==> src/rtl/muldiv_16b.sv <==
// Multi-cycle unsigned multiply/divide unit writing back through the register-file port.
// Build option: define MULDIV_DIV_EN to include the restoring divider (DIV ops ignored otherwise).
module muldiv_16b #(
    parameter int WIDTH  = 16,
    parameter int REG_AW = 3
) (
    input  logic              clk,
    input  logic              rst_n,
    input  logic              start,
    input  logic [1:0]        op,
    input  logic [WIDTH-1:0]  src_a,
    input  logic [WIDTH-1:0]  src_b,
    input  logic [REG_AW-1:0] dest,
    output logic              busy,
    output logic              wb_en,
    output logic [REG_AW-1:0] wb_reg,
    output logic [WIDTH-1:0]  wb_data,
    output logic              div_by_zero
);

    // state | meaning
    // IDLE  | waiting for start, outputs hold last write-back
    // BUSY  | one shift-add / restore-subtract iteration per cycle
    // WB    | single-cycle write strobe to the register file
    typedef enum logic [1:0] {ST_IDLE, ST_BUSY, ST_WB} state_t;

    localparam int CW = $clog2(WIDTH);

    state_t            state;
    logic [2*WIDTH-1:0] acc;
    logic [2*WIDTH-1:0] acc_next;
    logic [WIDTH-1:0]  operand_b;
    logic              hi_sel;
    logic [REG_AW-1:0] dest_q;
    logic [CW-1:0]     count;
    logic              accept;

    // Shared accumulator: MUL keeps {product_hi, multiplier}, DIV keeps {remainder, quotient}.
    logic [WIDTH:0]     mul_sum;
    logic [2*WIDTH-1:0] mul_next;

    always_comb begin
        mul_sum  = {1'b0, acc[2*WIDTH-1:WIDTH]}
                 + {1'b0, (acc[0] ? operand_b : {WIDTH{1'b0}})};
        mul_next = {mul_sum, acc[WIDTH-1:1]};
    end

`ifdef MULDIV_DIV_EN
    logic               is_div;
    logic               div_zero_op;
    logic               dz_flag;
    logic [WIDTH:0]     div_shift;
    logic [WIDTH:0]     div_diff;
    logic               div_ge;
    logic [2*WIDTH-1:0] div_next;

    always_comb begin
        div_shift = acc[2*WIDTH-1:WIDTH-1];
        div_diff  = div_shift - {1'b0, operand_b};
        div_ge    = (div_shift >= {1'b0, operand_b});
        if (div_ge)
            div_next = {div_diff[WIDTH-1:0], acc[WIDTH-2:0], 1'b1};
        else
            div_next = {div_shift[WIDTH-1:0], acc[WIDTH-2:0], 1'b0};
        acc_next = is_div ? div_next : mul_next;
    end

    assign accept      = start;
    assign div_by_zero = dz_flag;
`else
    always_comb begin
        acc_next = mul_next;
    end

    assign accept      = start && !op[1];
    assign div_by_zero = 1'b0;
`endif

    always_ff @(posedge clk or negedge rst_n) begin
        if (!rst_n) begin
            state     <= ST_IDLE;
            acc       <= '0;
            operand_b <= '0;
            hi_sel    <= 1'b0;
            dest_q    <= '0;
            count     <= '0;
            busy      <= 1'b0;
            wb_en     <= 1'b0;
            wb_reg    <= '0;
            wb_data   <= '0;
`ifdef MULDIV_DIV_EN
            is_div      <= 1'b0;
            div_zero_op <= 1'b0;
            dz_flag     <= 1'b0;
`endif
        end else begin
            case (state)
                ST_IDLE: begin
                    wb_en <= 1'b0;
                    if (accept) begin
                        acc       <= {{WIDTH{1'b0}}, src_a};
                        operand_b <= src_b;
                        hi_sel    <= op[0];
                        dest_q    <= dest;
                        count     <= '0;
                        busy      <= 1'b1;
                        state     <= ST_BUSY;
`ifdef MULDIV_DIV_EN
                        is_div      <= op[1];
                        div_zero_op <= op[1] && (src_b == '0);
                        dz_flag     <= 1'b0;
`endif
                    end
                end
                ST_BUSY: begin
`ifdef MULDIV_DIV_EN
                    // Divide by zero bypasses the iterations; dividend is still in acc low half.
                    if (div_zero_op) begin
                        state   <= ST_WB;
                        wb_en   <= 1'b1;
                        wb_reg  <= dest_q;
                        wb_data <= hi_sel ? acc[WIDTH-1:0] : {WIDTH{1'b1}};
                        dz_flag <= 1'b1;
                    end else
`endif
                    begin
                        acc   <= acc_next;
                        count <= count + 1'b1;
                        if (count == CW'(WIDTH-1)) begin
                            state   <= ST_WB;
                            wb_en   <= 1'b1;
                            wb_reg  <= dest_q;
                            wb_data <= hi_sel ? acc_next[2*WIDTH-1:WIDTH]
                                              : acc_next[WIDTH-1:0];
                        end
                    end
                end
                ST_WB: begin
                    wb_en <= 1'b0;
                    busy  <= 1'b0;
                    state <= ST_IDLE;
                end
                default: begin
                    wb_en <= 1'b0;
                    busy  <= 1'b0;
                    state <= ST_IDLE;
                end
            endcase
        end
    end

endmodule
==> config.mk <==
export PLATFORM = sky130hd
export DESIGN_NAME = muldiv_16b
export DESIGN_NICKNAME = d
export VERILOG_FILES = /design/src/rtl/muldiv_16b.sv
export SDC_FILE = /design/constraint.sdc
export NUM_CORES = 1
export LEC_CHECK = 0
export ABC_AREA = 1
export CAP_MARGIN = 20
export CORE_UTILIZATION = 55
export CTS_BUF_LIST = sky130_fd_sc_hd__clkbuf_2
export CTS_CLUSTER_SIZE = 30
export DETAILED_ROUTE_END_ITERATION = 12
export PLACE_DENSITY = 0.88
export SETUP_SLACK_MARGIN = 0.1
export SYNTH_ARGS = -nofsm -noshare
export SYNTH_HDL_FRONTEND = slang
export SYNTH_SLANG_ARGS = --single-unit
export TNS_END_PERCENT = 30
==> constraint.sdc <==
create_clock -name clk -period 6.4 [get_ports clk]
set_input_delay 1.28 -clock clk [delete_from_list [all_inputs] [get_ports clk]]
set_output_delay 1.28 -clock clk [all_outputs]
set_load 0.05 [all_outputs]
==> qor.yml <==
timing:
  hold_viol: 0
  final_max_slew_viol_count: 0
  final.period_utilization_pct: 47.9
  fin_tns_setup_ns: 0
  tightestPinTransition_ns: 0.993
  finalSetupViolations: 0
  fin_skew_ns: 0.0406
  max_clock_freq_mhz: 326
  slew-limit-headroom_pct: 33.8
  fin_crit_ns: 3.07
  rsz0062_at_grt: "false"
setup_path:
  cp_num_buf_inv: 1
  critPathMaxFanout: 2
  critPathKind: "reg -> out"
  worstPathArrival_ns: 1.79
  worstSetupEndpointType: "output pin"
  cp_slowest_cell: "clkdlybuf4s50_1"
  critPathTopFamily: "buffers and inverters"
  worstPathRequired_ns: 5.12
  slowest_delay_ns: 0.82
  critPathLaunchType: "register"
  cp_cell_sequence: "clkdlybuf4s50_1"
placed_design:
  placed_area_sq_um: 4930
  placed_cells: 681
  routabilityCongestion: 0.883
  dp_hpwl_um: 7160
  port_buffers: 60
job:
  maxCapViolCount: 0
power:
  irDropWorstVdd_mv: 0.303
  leakage_nw: 2.68
  cellPowerDensity_nw_per_um2: 591
global_route:
  grt_first_pass_wirelength_um: 17100
  grt_max_degree: 80
  grt.total_usage_pct: 26.4
  grt_pass1_vias: 3629
  grt-ovfl-total: 0
  antenna_found_initial: 0
drt:
  avgViaCountPerCell: 5.38
  routed_wl_um: 10100
  drt-initial-drc-count: 305
  drc: 0
  drt-wirelength-per-cell_um: 14.5
  drtAntennaViolNets: 0
  drt_first_pass_iters: 5
  vias: 3750
synthesis:
  yosys.cell_types.count: 33
  synth_area_sq_um: 4290
  ys_warn_count: 0
  synth_seq_cells: 79
  seq_area_frac_synth_pct: 46.0
  syn_nets: 597
  avgSynthCellArea_sq_um: 7.97
  synthCells: 539
clock_tree:
  cts_hold_buffers: 0
  numCtsBuffers: 9
  cts_num_sinks: 79
  clk_pin_slew_ns: 0.26
  cts_tree: "built"
  cts_buffer_depth: 2
  cts_root_buf: "clkbuf_2"
  htreeDepth: 3
  ctsResizeCount: 0
  clock_latency_ns: 0.52
  cts_setup_buffers: 0
floorplanning:
  dieArea_sq_um: 8160
  chipWidth_um: 90.4
  die-height_um: 90.4
  initial_core_util_pct: 58.0
  pin_count: 62
  fp-row-count: 31
  core-area_sq_um: 7410
finish:
  largest_register: "acc"
  fin_area_sq_um: 5080
  nets: 651
  drive_gt1_share_pct: 8.70
  instances_no_fill: 697
  antenna_cells: 0
  reg.largest.list: "acc: 32 flops, operand_b: 16 flops, wb_data: 16 flops"
  largest_reg_flops: 32
  area_growth_pct: 18.3
worst_hold_path:
  min_path_type: "reg -> reg"
outcome:
  status: "finished clean"
## logic make-up after synthesis
| group | Yosys count | share of synthesized area (%) |
|---|---|---|
| flip-flops | 79 | 46.0 |
| AND/OR/NAND/NOR | 259 | 24.6 |
| buffers and inverters | 90 | 8.45 |
| XOR/XNOR | 4 | 0.816 |
| adder cells (fa/ha/maj) | 18 | 5.42 |
| AO/OA/AOI/OAI | 69 | 9.59 |
| multiplexers | 19 | 4.98 |
| other | 1 | 0.0873 |
## worst paths after layout
kind                       startpoint       endpoint  slack, ns  depth (start not counted)
hold / removal              wb_reg[2]      wb_reg[2]       0.50                          2
min in group asynchronous       rst_n  operand_b[12]       0.87                          1
max in group asynchronous       rst_n   operand_b[0]       4.88                          1
setup / recovery           wb_data[6]     wb_data[6]       3.33                          1
hold reg to reg             wb_reg[2]      wb_reg[2]       0.50                          2
setup reg to reg               acc[0]    wb_data[11]       3.92                         13
## synth_stat cells (all sizes together)
cell,n,area (sq um)
xnor2,3,26.3
o21ai,9,45.0
clkinv,1,3.75
nand3b,3,22.5
fa,1,20.0
o21a,2,15.0
nand2,183,694
buf,13,73.8
a21oi,36,203
ha,17,213
mux2,19,214
inv,71,267
a31oi,1,6.26
a22o,4,35.0
and2,3,18.8
conb,1,3.75
o21bai,1,7.51
nor2,40,165
nand4,2,12.5
xor2,1,8.76
clkbuf,5,18.8
or2,3,18.8
nor3,3,15.0
o22ai,16,100
nand3,22,110
dfrtp,79,1980
## worst reg2reg max path: cells and delay by family, from the launching register on
family,cells,cell delay [ns]
and+or+nand+nor,10,1.07
DFF,1,0.68
adders and majority gates,2,0.62
buffers and inverters,1,0.05
## per-layer routing
layer | routed length, um | GRT usage (%)
met1 | 4390 | 34.2
met2 | 5060 | 44.8
met3 | 470 | 5.64
met4 | 176 | 7.26
met5 | 0 | 0
## area by class of cell
cell class	instances	area, sq um
flip-flops and latches	79	1980
repair buffers	61	606
clock inverters	7	105
fillers	618	2330
inverters	72	270
well taps	99	124
multi-input cells	370	1950
clock buffers	9	45.0
## cell usage in the layout, fill, tap and decap left out, types with 2 or more instances in the layout
| cell type | synthesis | final |
|---|---|---|
| o22ai_1 | 16 | 16 |
| mux2_2 | 19 | 19 |
| o21ai_0 | 9 | 9 |
| or2_2 | 2 | 2 |
| ha_1 | 17 | 17 |
| inv_1 | 67 | 67 |
| nand3b_1 | 3 | 3 |
| clkbuf_2 | 0 | 9 |
| clkinv_4 | 0 | 2 |
| o21a_1 | 2 | 2 |
| nand4_1 | 2 | 2 |
| a21oi_2 | 6 | 6 |
| a22o_1 | 4 | 4 |
| buf_4 | 1 | 2 |
| nand2_1 | 182 | 182 |
| nor3_1 | 3 | 3 |
| a21oi_1 | 30 | 30 |
| dfrtp_1 | 79 | 79 |
| nor2_1 | 38 | 38 |
| xnor2_1 | 3 | 3 |
| and2_1 | 3 | 3 |
| clkdlybuf4s50_1 | 0 | 59 |
| inv_2 | 4 | 4 |
| bufinv_16 | 0 | 2 |
| nor2_4 | 2 | 2 |
| nand3_1 | 22 | 22 |
## report_power, final
part,internal [mW],switching (mW)
registers,0.740,0.187
logic,0.640,1.11
clock network,0.135,0.194
total,1.51,1.49
## metrics by stage
stage | setup slack, ns | hold WS (ns) | utilization (%) | total power, mW
after floorplan | 4.23 | 0.444 | - | 2.19
after global placement | 2.93 | 0.458 | 66.6 | 2.59
after detailed placement | 2.85 | 0.458 | 66.6 | 2.66
after CTS | 3.31 | 0.510 | 68.6 | 3.00
after global routing | 3.25 | 0.547 | 68.6 | 3.26
final | 3.33 | 0.504 | 68.6 | 3.00
Power figures use the tool's default switching activity.
